===== src/rtl/sprite_compositor_pkg.sv =====
// Shared types and constants for the sprite compositor: pixel colour struct,
// game state encoding, default colours/limits and screen geometry.
package sprite_compositor_pkg;

  typedef struct packed {
    logic [7:0] r;
    logic [7:0] g;
    logic [7:0] b;
  } rgb_t;

  typedef enum logic [1:0] {
    IDLE = 2'd0,
    PLAY = 2'd1,
    DEAD = 2'd2
  } game_state_t;

  localparam logic [23:0] BG_COLOR_DEF  = 24'h1E3C78;
  localparam logic [15:0] SCORE_MAX_DEF = 16'd9999;

  localparam int unsigned SCREEN_W = 1280;
  localparam int unsigned SCREEN_H = 720;

endpackage


===== src/rtl/sprite_compositor_if.sv =====
// Pixel stream bundle between the sprite renderers and the compositor:
// per-layer colour/hit, raster position and syncs in, composited pixel out.
interface sprite_compositor_if #(
  parameter int NUM_LAYERS = 4
);
  logic [15:0]              i_x;
  logic [15:0]              i_y;
  logic                     i_h_sync;
  logic                     i_v_sync;
  logic                     i_de;
  logic [24*NUM_LAYERS-1:0] i_layer_rgb;
  logic [NUM_LAYERS-1:0]    i_layer_hit;
  logic                     i_coin_scored;
  logic [7:0]               o_red;
  logic [7:0]               o_green;
  logic [7:0]               o_blue;
  logic                     o_h_sync;
  logic                     o_v_sync;
  logic                     o_de;

  // Renderer / video-source side.
  modport master (
    output i_x, i_y, i_h_sync, i_v_sync, i_de,
    output i_layer_rgb, i_layer_hit, i_coin_scored,
    input  o_red, o_green, o_blue, o_h_sync, o_v_sync, o_de
  );

  // Compositor side.
  modport slave (
    input  i_x, i_y, i_h_sync, i_v_sync, i_de,
    input  i_layer_rgb, i_layer_hit, i_coin_scored,
    output o_red, o_green, o_blue, o_h_sync, o_v_sync, o_de
  );
endinterface


===== src/rtl/sprite_compositor_layer_priority_mux.sv =====
// Combinational layer select: the lowest-index layer that hits wins,
// background colour when no layer is opaque. Non-hit colours never propagate.
module layer_priority_mux
  import sprite_compositor_pkg::*;
#(
  parameter int          NUM_LAYERS = 4,
  parameter logic [23:0] BG_COLOR   = BG_COLOR_DEF
) (
  input  logic [24*NUM_LAYERS-1:0] i_rgb,
  input  logic [NUM_LAYERS-1:0]    i_hit,
  output rgb_t                     o_rgb
);

  // Scan from lowest to highest priority so the last assignment is the winner.
  always_comb begin
    o_rgb = rgb_t'(BG_COLOR);
    for (int k = NUM_LAYERS - 1; k >= 0; k--) begin
      if (i_hit[k]) begin
        o_rgb = rgb_t'(i_rgb[24*k +: 24]);
      end
    end
  end

endmodule


===== src/rtl/sprite_compositor.sv =====
// Final compositing stage: two-cycle pixel pipeline with aligned syncs,
// per-frame penguin/obstacle collision, coin scoring and IDLE/PLAY/DEAD state.
module sprite_compositor
  import sprite_compositor_pkg::*;
#(
  parameter int                    NUM_LAYERS    = 4,
  parameter logic [NUM_LAYERS-1:0] OBSTACLE_MASK = 4'b0110,
  parameter logic [23:0]           BG_COLOR      = BG_COLOR_DEF,
  parameter logic [15:0]           SCORE_MAX     = SCORE_MAX_DEF
) (
  input  logic                  i_clk,
  input  logic                  i_rst_n,
  sprite_compositor_if.slave    bus,
  input  logic                  i_start,
  output logic                  o_is_dead,
  output logic                  o_is_finished,
  output logic [15:0]           o_score
);

  logic [24*NUM_LAYERS-1:0] r_rgb_p1;
  logic [NUM_LAYERS-1:0]    r_hit_p1;
  logic                     r_vld_p1;
  logic                     r_hs_p1;
  logic                     r_vs_p1;
  logic                     r_onscr_p1;
  rgb_t                     r_pix_p2;
  logic                     r_vld_p2;
  logic                     r_hs_p2;
  logic                     r_vs_p2;

  rgb_t                     w_mux_rgb;
  logic                     w_onscr;

  logic                     r_vs_prev;
  logic                     w_frame_tick;
  logic                     r_frame_coll;
  logic                     w_coll_pix;
  logic                     r_scored_q;
  logic                     r_primed;
  logic                     w_coin_edge;
  logic [15:0]              r_score;
  game_state_t              r_state;
  game_state_t              w_state_nxt;
  logic                     w_start_play;

  function automatic logic [15:0] sat_inc(input logic [15:0] v);
    return (v < SCORE_MAX) ? v + 16'd1 : SCORE_MAX;
  endfunction

  // Hits reported outside the visible raster are never treated as collisions.
  assign w_onscr = (bus.i_x < 16'(SCREEN_W)) && (bus.i_y < 16'(SCREEN_H));

  // Stage 1: capture layer colours, hits, enable and syncs.
  always_ff @(posedge i_clk or negedge i_rst_n) begin
    if (!i_rst_n) begin
      r_rgb_p1   <= '0;
      r_hit_p1   <= '0;
      r_vld_p1   <= 1'b0;
      r_hs_p1    <= 1'b0;
      r_vs_p1    <= 1'b0;
      r_onscr_p1 <= 1'b0;
    end else begin
      r_rgb_p1   <= bus.i_layer_rgb;
      r_hit_p1   <= bus.i_layer_hit;
      r_vld_p1   <= bus.i_de;
      r_hs_p1    <= bus.i_h_sync;
      r_vs_p1    <= bus.i_v_sync;
      r_onscr_p1 <= w_onscr;
    end
  end

  layer_priority_mux #(
    .NUM_LAYERS (NUM_LAYERS),
    .BG_COLOR   (BG_COLOR)
  ) u_mux (
    .i_rgb (r_rgb_p1),
    .i_hit (r_hit_p1),
    .o_rgb (w_mux_rgb)
  );

  // Stage 2: register the selected colour, blanked outside active video.
  always_ff @(posedge i_clk or negedge i_rst_n) begin
    if (!i_rst_n) begin
      r_pix_p2 <= '0;
      r_vld_p2 <= 1'b0;
      r_hs_p2  <= 1'b0;
      r_vs_p2  <= 1'b0;
    end else begin
      r_pix_p2 <= r_vld_p1 ? w_mux_rgb : '0;
      r_vld_p2 <= r_vld_p1;
      r_hs_p2  <= r_hs_p1;
      r_vs_p2  <= r_vs_p1;
    end
  end

  assign bus.o_red    = r_pix_p2.r;
  assign bus.o_green  = r_pix_p2.g;
  assign bus.o_blue   = r_pix_p2.b;
  assign bus.o_h_sync = r_hs_p2;
  assign bus.o_v_sync = r_vs_p2;
  assign bus.o_de     = r_vld_p2;

  assign w_frame_tick = bus.i_v_sync & ~r_vs_prev;
  assign w_coll_pix   = (r_state == PLAY) & r_vld_p1 & r_onscr_p1 & r_hit_p1[0]
                        & (|(r_hit_p1 & OBSTACLE_MASK));
  // The first tick after reset only loads r_scored_q, so it can never score.
  assign w_coin_edge  = w_frame_tick & r_primed & bus.i_coin_scored & ~r_scored_q;

  // Game state register.
  always_ff @(posedge i_clk or negedge i_rst_n) begin
    if (!i_rst_n) begin
      r_state <= IDLE;
    end else begin
      r_state <= w_state_nxt;
    end
  end

  // Next-state logic; i_start is only honoured outside PLAY.
  always_comb begin
    w_state_nxt  = r_state;
    w_start_play = 1'b0;
    unique case (r_state)
      IDLE: begin
        if (i_start) begin
          w_state_nxt  = PLAY;
          w_start_play = 1'b1;
        end
      end
      PLAY: begin
        if (w_frame_tick && r_frame_coll) begin
          w_state_nxt = DEAD;
        end
      end
      DEAD: begin
        if (i_start) begin
          w_state_nxt = IDLE;
        end
      end
      default: w_state_nxt = IDLE;
    endcase
  end

  // Frame bookkeeping: v_sync edge detect, collision flag, coin level and score.
  // A collision pixel on the tick cycle seeds the next frame's flag.
  always_ff @(posedge i_clk or negedge i_rst_n) begin
    if (!i_rst_n) begin
      r_vs_prev    <= 1'b0;
      r_frame_coll <= 1'b0;
      r_scored_q   <= 1'b0;
      r_primed     <= 1'b0;
      r_score      <= 16'd0;
    end else begin
      r_vs_prev <= bus.i_v_sync;

      if (w_start_play) begin
        r_frame_coll <= 1'b0;
      end else if (w_frame_tick) begin
        r_frame_coll <= w_coll_pix;
      end else if (w_coll_pix) begin
        r_frame_coll <= 1'b1;
      end

      if (w_frame_tick) begin
        r_scored_q <= bus.i_coin_scored;
        r_primed   <= 1'b1;
      end

      if (w_start_play) begin
        r_score <= 16'd0;
      end else if ((r_state == PLAY) && w_coin_edge) begin
        r_score <= sat_inc(r_score);
      end
    end
  end

  assign o_is_dead     = (r_state == DEAD);
  assign o_is_finished = (r_state == IDLE);
  assign o_score       = r_score;

endmodule


===== src/flat_wrapper.sv =====
// flat-port wrapper written by rule: the top's interface ports become plain ports
module sprite_compositor_flat import sprite_compositor_pkg::*;
#(
  parameter int                    NUM_LAYERS    = 4,
  parameter logic [NUM_LAYERS-1:0] OBSTACLE_MASK = 4'b0110,
  parameter logic [23:0]           BG_COLOR      = BG_COLOR_DEF,
  parameter logic [15:0]           SCORE_MAX     = SCORE_MAX_DEF
)
  (i_clk, i_rst_n, i_start, o_is_dead, o_is_finished, o_score, bus_i_x, bus_i_y, bus_i_h_sync, bus_i_v_sync, bus_i_de, bus_i_layer_rgb, bus_i_layer_hit, bus_i_coin_scored, bus_o_red, bus_o_green, bus_o_blue, bus_o_h_sync, bus_o_v_sync, bus_o_de);
  sprite_compositor_if #(.NUM_LAYERS(NUM_LAYERS)) bus_i ();
  input  logic i_clk;
  input  logic i_rst_n;
  input  logic i_start;
  output logic o_is_dead;
  output logic o_is_finished;
  output logic [15:0] o_score;
  input wire logic [$bits(bus_i.i_x)-1:0] bus_i_x;
  input wire logic [$bits(bus_i.i_y)-1:0] bus_i_y;
  input wire logic [$bits(bus_i.i_h_sync)-1:0] bus_i_h_sync;
  input wire logic [$bits(bus_i.i_v_sync)-1:0] bus_i_v_sync;
  input wire logic [$bits(bus_i.i_de)-1:0] bus_i_de;
  input wire logic [$bits(bus_i.i_layer_rgb)-1:0] bus_i_layer_rgb;
  input wire logic [$bits(bus_i.i_layer_hit)-1:0] bus_i_layer_hit;
  input wire logic [$bits(bus_i.i_coin_scored)-1:0] bus_i_coin_scored;
  output wire logic [$bits(bus_i.o_red)-1:0] bus_o_red;
  output wire logic [$bits(bus_i.o_green)-1:0] bus_o_green;
  output wire logic [$bits(bus_i.o_blue)-1:0] bus_o_blue;
  output wire logic [$bits(bus_i.o_h_sync)-1:0] bus_o_h_sync;
  output wire logic [$bits(bus_i.o_v_sync)-1:0] bus_o_v_sync;
  output wire logic [$bits(bus_i.o_de)-1:0] bus_o_de;
  assign bus_i.i_x = bus_i_x;
  assign bus_i.i_y = bus_i_y;
  assign bus_i.i_h_sync = bus_i_h_sync;
  assign bus_i.i_v_sync = bus_i_v_sync;
  assign bus_i.i_de = bus_i_de;
  assign bus_i.i_layer_rgb = bus_i_layer_rgb;
  assign bus_i.i_layer_hit = bus_i_layer_hit;
  assign bus_i.i_coin_scored = bus_i_coin_scored;
  assign bus_o_red = bus_i.o_red;
  assign bus_o_green = bus_i.o_green;
  assign bus_o_blue = bus_i.o_blue;
  assign bus_o_h_sync = bus_i.o_h_sync;
  assign bus_o_v_sync = bus_i.o_v_sync;
  assign bus_o_de = bus_i.o_de;
  sprite_compositor #(.NUM_LAYERS(NUM_LAYERS), .OBSTACLE_MASK(OBSTACLE_MASK), .BG_COLOR(BG_COLOR), .SCORE_MAX(SCORE_MAX)) u_core (.i_clk(i_clk), .i_rst_n(i_rst_n), .bus(bus_i), .i_start(i_start), .o_is_dead(o_is_dead), .o_is_finished(o_is_finished), .o_score(o_score));
endmodule

===== config.mk =====
export PLATFORM = sky130hd
export DESIGN_NAME = sprite_compositor_flat
export DESIGN_NICKNAME = d
export VERILOG_FILES = /design/src/rtl/sprite_compositor_pkg.sv /design/src/rtl/sprite_compositor_if.sv /design/src/rtl/sprite_compositor_layer_priority_mux.sv /design/src/rtl/sprite_compositor.sv /design/src/flat_wrapper.sv
export SDC_FILE = /design/constraint.sdc
export NUM_CORES = 1
export LEC_CHECK = 0
export ABC_CLOCK_PERIOD_IN_PS = 3720
export BUFFER_PORTS_ARGS = -buffer_cell sky130_fd_sc_hd__buf_2
export CORE_ASPECT_RATIO = 1.25
export CORE_UTILIZATION = 55
export CTS_BUF_LIST = sky130_fd_sc_hd__clkbuf_4 sky130_fd_sc_hd__clkbuf_8
export DETAILED_ROUTE_END_ITERATION = 8
export GPL_TIMING_DRIVEN = 0
export HOLD_SLACK_MARGIN = 0.12
export PLACE_DENSITY = 0.87
export REMOVE_ABC_BUFFERS = 1
export SETUP_SLACK_MARGIN = 0.4
export SYNTH_ARGS = -nofsm -noshare
export SYNTH_HDL_FRONTEND = slang
export SYNTH_SLANG_ARGS = --single-unit

===== constraint.sdc =====
create_clock -name i_clk -period 3.72 [get_ports i_clk]
set_input_delay 0.372 -clock i_clk [delete_from_list [all_inputs] [get_ports i_clk]]
set_output_delay 0.372 -clock i_clk [all_outputs]
set_load 0.1 [all_outputs]

==> reports/results.txt, run 1 <==
Total clock buffers created by CTS: 17. The critical-path cell with the highest stage delay was nor2b_1. The switching power share of the total was 0.314. The power density over the cells was 493 nW/µm². Category of the critical setup timing path: reg -> reg. Leaving out fill and tap cells, the most frequent cell in the layout is buf_2. The number of endpoints with negative hold slack in the final report came out at 0. Wires add up to 17700 µm. The total number of clock tree sinks was 152; the growth of design area from synthesis to finish was 46.4%. Pin placement for this block handled 184 I/O pins. The tools report the total negative slack as 0 ps. The number of hold buffers added after CTS was 106. The analysis attributes to cell leakage a power of 3.71 nW. Type of element capturing the critical path: a flop. After layout, the worst setup slack is 1140 ps. The maximum resistive drop on vdd came out at 0.335 mV. The run finished with clean final reports. The die span in x works out to 89.4 µm.

The arrival time of data at the critical path endpoint came out at 2940 ps. For this run, the slowest stage of the critical path takes 990 ps. The final critical-path share of the clock period was 0.692. Broken down by cell family, the worst path's largest delay share belongs to simple AND/OR/NAND/NOR gates. For the combinational cell fraction of total power, the log shows 0.173. The share of final-layout standard cells stronger than drive strength 1 was 0.310; the vias after detailed routing was 4751. For the effective utilization at floorplan, the log shows 0.570. During synthesis, Yosys emitted a total of 0 warnings. For the pin with the worst max-slew slack, the measured transition is 1140 ps. For the maximum root-to-sink buffer count, the log shows 2. Subtracting the final worst setup slack from the clock period gives 2580 ps. The post-placement worst setup slack came out at 1360 ps. After synthesis, the mean cell area works out to 13.3 µm².

The number of setup buffers added after CTS is 0. The sort of element at the start of the critical path is a flop. Summing all flip-flop and latch instances after layout gives 3800 µm². For the headroom to the max-slew limit, the log shows 0.240.

The count of nets left with antenna violations after detail routing was 0. Cell internal power was estimated by the tool at 2.60 mW. The HPWL after detailed placement is 8030 µm. The filler cells instantiated in the layout total 468. Gates resized during post-CTS repair numbered 0. The tools report the sequential share of power as 0.482. Row generation in the floorplan step produced 39 rows.

Entering global routing, the biggest net connects 92 pins. The critical path contains buffers and inverters numbering 0 combined. The count of buffers added on input and output ports is 171. The number of antenna violations at the first check in global routing is 2, and the final count of negative-setup-slack endpoints is 0. The maximum level of the CTS H-tree was 4; the maximum fanout along the worst path was 16. The most numerous cell type found on the critical path is nor2b_1. Clock skew: 17.1 ps. The height of the die came out at 111 µm. Before antenna repair, the detailed router went through 5 iterations. Iteration-0 DRC count of the detailed router: 418. Walking the worst path, the cells encountered are nor2b_1, a221oi_1, nor3_1, a21oi_1, nor2b_1. For this run, design rule violations remaining after detail routing come to 0. The tightest min-delay check is of the in -> reg type. The core region is 9220 µm². The tools report the final net count as 814. The die area is 9950 µm², and the average wire per cell in the routed design is 21.8 µm. The congestion estimate from routability-driven global placement came to 0.884. The area of the multi-input gates was 1350 µm².

The number of instances in the synthesized netlist is 396. The analysis attributes to net switching a power of 1.19 mW. The buffer type at the clock tree root is clkbuf_8. The cell area that synthesis handed to floorplanning was 5250 µm². Leaving out fill and tap cells, the most frequent cells in the layout are 170 x buf_2, 151 x dfrtp_1, 106 x dlygate4sd3_1. For the worst-skew pair, the clock arrives at the later sink with an insertion delay of 450 ps. Static timing analysis puts the maximum clock frequency at 388 MHz. For the overall global routing resource usage, the log shows 0.380. The clock transition time at the flip-flop clock pins of the worst setup and hold paths works out to 90 ps. For the worst hold slack, the log shows 200 ps. The sequential element share of the synthesized area was 0.724; the data required time at the worst endpoint was 4080 ps. Dividing the detail-routed via count by the number of cells gives 5.85. Synthesis instantiated 44 different standard cells from the library. The total grt overflow is 0, and the number of synthesized register bits is 152. The run gives 4965 as the via count of the first global-routing pass. The number of max-slew violations in the final report was 0. The first global-routing pass estimated 26500 µm of wire. The count of max-cap constraint violations was 0; the share of power burned in the clock network was 0.345. TritonCTS built the clock tree.

Setup repair after global routing left no endpoint under its margin.
## logic make-up (layout without fill, tap and decap cells)
kind of cell | Yosys count | count (layout) | share of synthesized area
other | 0 | 2 | 0
AOI/OAI and AO/OA | 97 | 97 | 0.128
adders and majority gates | 1 | 1 | 0.00238
and+or+nand+nor | 120 | 120 | 0.124
DFF | 152 | 152 | 0.724
muxes | 1 | 1 | 0.00214
buffers and inverters | 25 | 316 | 0.0195
## per-layer routing
| metal | global-route usage | wire length (µm) |
|---|---|---|
| met1 | 0.449 | 6290 |
| met2 | 0.618 | 8950 |
| met3 | 0.0946 | 1690 |
| met4 | 0.222 | 740 |
| met5 | 0 | 0 |
## Yosys cell counts
cell type  number  share of area
dfrtp_1       152           0.72
nand2_1        29          0.021
a21oi_1        25          0.024
nor2b_1        23          0.027
nor2_1         19          0.014
nor3_1         18          0.017
clkbuf_1       15          0.011
o211ai_1       14          0.020
o22ai_1        13          0.015
a221oi_1       12          0.020
o211a_1        12          0.023
o21ai_0         9         0.0086
inv_1           6         0.0043
and3_1          4         0.0048
nand3_1         4         0.0038
nor4_1          4         0.0048
a31oi_1         3         0.0036
nand3b_1        3         0.0043
and2_1          2         0.0024
buf_1           2         0.0014
nand2b_1        2         0.0024
nand2b_4        2         0.0052
nand4_1         2         0.0024
a211oi_1        1         0.0014
a21o_1          1         0.0014
a22o_1          1         0.0017
a311oi_1        1         0.0017
a41oi_1         1         0.0017
and4_1          1         0.0017
buf_2           1        0.00095
buf_6           1         0.0021
ha_1            1         0.0024
mux2_2          1         0.0021
nand3_2         1         0.0019
nor3_4          1         0.0031
nor4_2          1         0.0024
o21ai_1         1        0.00095
o2bb2ai_1       1         0.0017
o31a_1          1         0.0017
o32ai_1         1         0.0017
or2_2           1         0.0012
or2b_1          1         0.0014
or3_1           1         0.0012
or4_4           1         0.0021
## layout make-up
cell class	count	area share
clock buffers	20	0.0350
flip-flops and latches	152	0.495
repair buffers	278	0.254
inverters	6	0.00293
well taps	123	0.0200
clock inverters	12	0.0181
multi-input cells	219	0.175
diodes	2	0.000651
## state kept, by name, summed over array words and instances (netlist names), 2 cells and up
signal / count
u_core.o_score: 16
u_core.bus.o_green: 8
u_core.bus.o_blue: 8
u_core.r_hit_p1: 4
u_core.r_rgb_p1: 96
u_core.bus.o_red: 8
u_core.r_state: 2
## power by group through the flow
stage	Clock [mW]	Combinational (mW)	Sequential, mW
after floorplan	0	0.122	2.07
after global placement	0	0.519	1.84
after detailed placement	0	0.543	1.84
after CTS	1.29	0.633	1.81
after global routing	1.39	0.691	1.83
final	1.31	0.656	1.83
## stage by stage
step / utilization / instance area, µm² / total power, mW / std cells
after detailed placement: 0.674 / 6220 / 2.39 / 672
final: 0.834 / 7690 / 3.79 / 812
after CTS: 0.833 / 7690 / 3.73 / 810
after global placement: 0.670 / 6180 / 2.36 / 671
after floorplan: - / 5170 / 2.19 / 377
after global routing: 0.834 / 7690 / 3.92 / 812
## worst paths after layout
path,startpoint,end,slack [ps],cells past startpoint
worst max-delay path,u_core.r_hit_p1[2],u_core.bus.o_blue[0],1140,5
worst min-delay path,bus_i_coin_scored,u_core.r_scored_q,200,2
worst max register to register,u_core.r_hit_p1[2],u_core.bus.o_blue[0],1140,5
worst min register to register,u_core.r_vs_p1,u_core.bus.o_v_sync,390,0
max in group asynchronous,i_rst_n,u_core.r_hit_p1[1],2440,3
min in group asynchronous,i_rst_n,u_core.bus.o_green[7],470,2
Power figures use the tool's default switching activity.
==> run 2: changes to the inputs <==
--- a/config.mk
+++ b/config.mk
@@ -5,15 +5,16 @@
 export SDC_FILE = /design/constraint.sdc
 export NUM_CORES = 1
 export LEC_CHECK = 0
-export ABC_CLOCK_PERIOD_IN_PS = 3720
+export ABC_AREA = 1
+export ABC_CLOCK_PERIOD_IN_PS = 2300
 export BUFFER_PORTS_ARGS = -buffer_cell sky130_fd_sc_hd__buf_2
 export CORE_ASPECT_RATIO = 1.25
-export CORE_UTILIZATION = 55
+export CORE_UTILIZATION = 46
 export CTS_BUF_LIST = sky130_fd_sc_hd__clkbuf_4 sky130_fd_sc_hd__clkbuf_8
 export DETAILED_ROUTE_END_ITERATION = 8
 export GPL_TIMING_DRIVEN = 0
 export HOLD_SLACK_MARGIN = 0.12
-export PLACE_DENSITY = 0.87
+export PLACE_DENSITY = 0.77
 export REMOVE_ABC_BUFFERS = 1
 export SETUP_SLACK_MARGIN = 0.4
 export SYNTH_ARGS = -nofsm -noshare
==> constraint.sdc (replaced) <==
create_clock -name i_clk -period 2.3 [get_ports i_clk]
set_input_delay 0.23 -clock i_clk [delete_from_list [all_inputs] [get_ports i_clk]]
set_output_delay 0.23 -clock i_clk [all_outputs]
set_load 0.1 [all_outputs]
==> reports/results.txt, run 2 <==
Xor-xnor portion of the synthesized cell area: 0.00166 (was 0). The final non-filler cell area was 7790 µm² (was 7690 µm²). The simple-gate portion of the synthesized area was 0.117 (was 0.124). The number of max-slew violations in the final report came out at 0 (unchanged). Synth cell count leaders: 152 x dfrtp_1, 69 x nand2_1, 49 x a21oi_1 (was 152 x dfrtp_1, 29 x nand2_1, 25 x a21oi_1). The highest clock frequency the design can meet was 537 MHz (was 388 MHz); the detailed-placement wirelength estimate was 8330 µm (was 8030 µm). The run gives 7 (was 5) as the first-pass iteration count of the detailed router. The height of the die is 122 µm (was 111 µm), and the maximum level of the CTS H-tree is 4 (unchanged). The total internal power is 4.24 mW (was 2.60 mW). The growth of design area from synthesis to finish was 48.0% (was 46.4%). The data required time at the worst endpoint was 2610 ps (was 4080 ps). For the arrival time of data at the critical path endpoint, the log shows 2170 ps (was 2940 ps).

The final net count is 874 (was 814). The post-route total power was 6.42 mW (was 3.79 mW). Setup repair after global routing left no endpoint under its margin. The total standard cell area after synthesis is 5260 µm² (was 5250 µm²). The buffer type at the clock tree root is clkbuf_8 (unchanged). The launch instance of the worst register-to-register path was u_core.r_hit_p1[1] (was u_core.r_hit_p1[2]). The headroom to the max-slew limit was 0.305 (was 0.240). The tools report the type of element capturing the critical path as a flop (unchanged).

The tools report the final count of negative-setup-slack endpoints as 0 (unchanged). For the number of remaining DRC errors, the log shows 12 (was 0). Total number of clock tree sinks: 152 (unchanged).

The run gives 0 (unchanged) as the number of endpoints with negative hold slack in the final report. The main flop type after synthesis was dfrtp_1 (unchanged). The count of buffer and inverter cells on the critical path works out to 1 (was 0). The share of final-layout standard cells stronger than drive strength 1 was 0.311 (was 0.310); the combinational cell fraction of total power was 0.213 (was 0.173). The power density over the cells is 825 nW/µm² (was 493 nW/µm²), and the overall global routing resource usage is 0.289 (was 0.380).

The most used standard cell by instance count after synthesis is dfrtp_1 (unchanged). The die span in x is 97.7 µm (was 89.4 µm), and the row count is 43 (was 39). The final critical-path share of the clock period works out to 0.810 (was 0.692). The count of max-cap constraint violations came out at 0 (unchanged). Fraction of the mapped netlist area in compound gates: 0.127 (was 0.128).

The flow ran to the end, but the final reports show violations. Cell count of the worst reg-to-reg path: 3 (was 5). The number of instances in the synthesized netlist came out at 446 (was 396). The register name with the most flops was u_core.r_rgb_p1 (unchanged). The flip-flop count of the largest register, all copies and words added is 96 (unchanged).

The total grt overflow was 0 (unchanged). The share of Yosys cell area claimed by the top area cell type works out to 0.723 (was 0.724). Worst hold path class: in -> async (was in -> reg).

The run gives 1 (was 2) as the number of antenna violations at the first check in global routing. TritonCTS built the clock tree. Category of the critical setup timing path: reg -> reg (unchanged). Sequence of cells on the critical path: clkinvlp_4, o21ai_0, a21oi_1 (was nor2b_1, a221oi_1, nor3_1, a21oi_1, nor2b_1).

Cell accounting for the most synthesized area: dfrtp_1 (unchanged). The kind of cell adding the most delay to the critical path is flip-flops (was simple AND/OR/NAND/NOR gates). The largest net degree at the start of global routing is 95 (was 92). The critical-path cell with the highest stage delay was dfrtp_2 (was nor2b_1).

The wire length of the first global-routing pass came out at 25500 µm (was 26500 µm). Commonest cells after routing, fill and taps aside: 170 x buf_2, 149 x dfrtp_1, 109 x dlygate4sd3_1 (was 170 x buf_2, 151 x dfrtp_1, 106 x dlygate4sd3_1). The die area was 11900 µm² (was 9950 µm²); the maximum root-to-sink buffer count was 2 (unchanged).

The vias after detailed routing was 4741 (was 4751). The maximum fanout along the worst path is 24 (was 16), and the number of synthesized register bits is 152 (unchanged). For the routability-driven placement congestion ratio, the log shows 0.876 (was 0.884). The tools report the sort of element at the start of the critical path as a flop (unchanged). The maximum resistive drop on vdd came out at 0.462 mV (was 0.335 mV). The number of synthesized flops with an enable pin works out to 0 (unchanged).

For the share of power burned in the clock network, the log shows 0.319 (was 0.345). Final design utilization: 0.699 (was 0.834). The post-synthesis adder-cell area fraction came out at 0.00238 (about the same). The switching power share of the total is 0.340 (was 0.314), and the top-level I/O count is 184 (unchanged). Setup slack on the worst flop-to-flop path: 440 ps (was 1140 ps). Area after detailed placement: 6260 µm² (was 6220 µm²). Minimum clock period after layout: 1860 ps (was 2580 ps). The checks that failed: DRC.

The via count of the first global-routing pass is 4996 (was 4965), and the largest stage delay on the critical path is 770 ps (was 990 ps). The clock skew was 15.5 ps (was 17.1 ps). The sequential element share of the synthesized area was 0.723 (was 0.724); the total clock buffers created by CTS was 17 (unchanged).

The worst hold slack was 343 ps (was 200 ps); the routed via count divided by cell count was 5.38 (was 5.85). The mux contribution to synthesized area is 0 (was 0.00214). The clock latency of the later-clocked register in the worst-skew pair is 440 ps (was 450 ps), and the synthesis warning total is 0 (unchanged). For the sequential share of power, the log shows 0.469 (was 0.482). The effective utilization at floorplan came out at 0.472 (was 0.570).

The wire length after detailed routing was 16400 µm (was 17700 µm); the count of nets left with antenna violations after detail routing was 0 (unchanged). The clock transition time at the flip-flop clock pins of the worst setup and hold paths was 90 ps (about the same). The iteration-0 DRC count of the detailed router is 268 (was 418). Most area-consuming cells after synthesis: dfrtp_1 72%, nand2_1 4.9%, a21oi_1 4.7%, o21ai_0 4.5%, nand3_1 2.1% (was dfrtp_1 72%, nor2b_1 2.7%, a21oi_1 2.4%, o211a_1 2.3%, nand2_1 2.1%). The worst-margin pin slew is 1040 ps (was 1140 ps), and the count of distinct cell types in the synthesized netlist is 32 (was 44). The end of the worst register-to-register path is u_core.bus.o_green[1] (was u_core.bus.o_blue[0]).

The async set or reset register ratio after synthesis works out to 1.00 (unchanged). The count of buffers from port buffering was 171 (unchanged). The leakage power summed over all cells was 3.78 nW (was 3.71 nW); the net switching power was 2.18 mW (was 1.19 mW). The most common cell after layout, fill and taps aside was buf_2 (unchanged). The dominant combinational cell family by area after synthesis was compound AO/OA/AOI/OAI gates (unchanged). Area of the core: 11100 µm² (was 9220 µm²). The average wire per cell in the routed design came out at 18.6 µm (was 21.8 µm).

The average footprint of a synthesized cell is 11.8 µm² (was 13.3 µm²).
==> run 2: cell count changes in the layout (fill, tap and decap cells not counted), moves of 16 or more <==
cell and delta:
nand3_1 +18, a21oi_1 +24, nor3_1 -16, nor2b_1 -23, nand2_1 +39, o21ai_0 +38
==> run 2: routing by layer <==
metal / up-vias / track usage / wire (µm)
met5: - / 0 / 0
met4: 0 / 0.140 / 584
met3: 55 / 0.0763 / 1500
met2: 312 / 0.500 / 8450
met1: 2289 / 0.338 / 5830
li1: 2085 / - / -
==> run 2: what timing repair did <==
action	4_1_cts	5_1_grt
endpoints found under the hold margin	164	0
cloned	2	0
buffers inserted	0	1
hold buffers	109	0
gates resized for setup	8	1
setup endpoints to repair	25	12
pin swaps	0	0
==> run 2: worst register-to-register path, delay by kind of cell, from the launching register on <==
kind,cells,cell delay (ps)
DFF,1,770
AOI/OAI and AO/OA,2,430
buffers and inverters,1,540
==> run 2: cell families after synthesis <==
family | count (synthesis)
AOI/OAI and AO/OA | 120
xor gates and xnor gates | 1
buffers and inverters | 38
adders and majority gates | 1
DFF | 152
and+or+nand+nor | 134
==> run 2: final cells by class <==
| type | count | area (µm²) |
|---|---|---|
| diodes | 1 | 2.50 |
| clock buffers | 19 | 255 |
| clock inverters | 12 | 143 |
| fillers | 742 | 3350 |
| inverters | 23 | 96.3 |
| multi-input cells | 256 | 1310 |
| flip-flops and latches | 152 | 3810 |
| well taps | 135 | 169 |
| repair buffers | 282 | 1990 |
| repair inverters | 2 | 15.0 |
==> run 2: how the worst max path moves through the flow <==
stage                       startpoint  slack (ps)  depth (start not counted)               endpoint
global placement               i_rst_n       -1000                          1   u_core.bus.o_blue[7]
detailed placement  u_core.r_hit_p1[1]         -90                          4    u_core.r_frame_coll
global route        u_core.r_hit_p1[1]         420                          3  u_core.bus.o_green[1]
finish              u_core.r_hit_p1[1]         440                          3  u_core.bus.o_green[1]
floorplan            u_core.r_state[0]        -410                          6      u_core.o_score[5]
CTS                 u_core.r_hit_p1[1]         410                          4    u_core.r_frame_coll
==> run 2: stage by stage <==
stage               std cells  setup slack (ps)  setup TNS (ps)
finish                    882               438               0
global placement          737             -1000         -150900
CTS                       880               406               0
global route              882               417               0
detailed placement        738             -86.1            -256
floorplan                 431              -408           -5790
==> run 2: power groups by stage <==
stage | clock (mW) | combinational, mW | sequential (mW)
floorplan | 0 | 0.263 | 3.61
global placement | 0 | 1.17 | 3.03
detailed placement | 0 | 1.19 | 3.04
CTS | 2.05 | 1.34 | 2.99
global route | 2.18 | 1.45 | 3.03
finish | 2.05 | 1.37 | 3.01
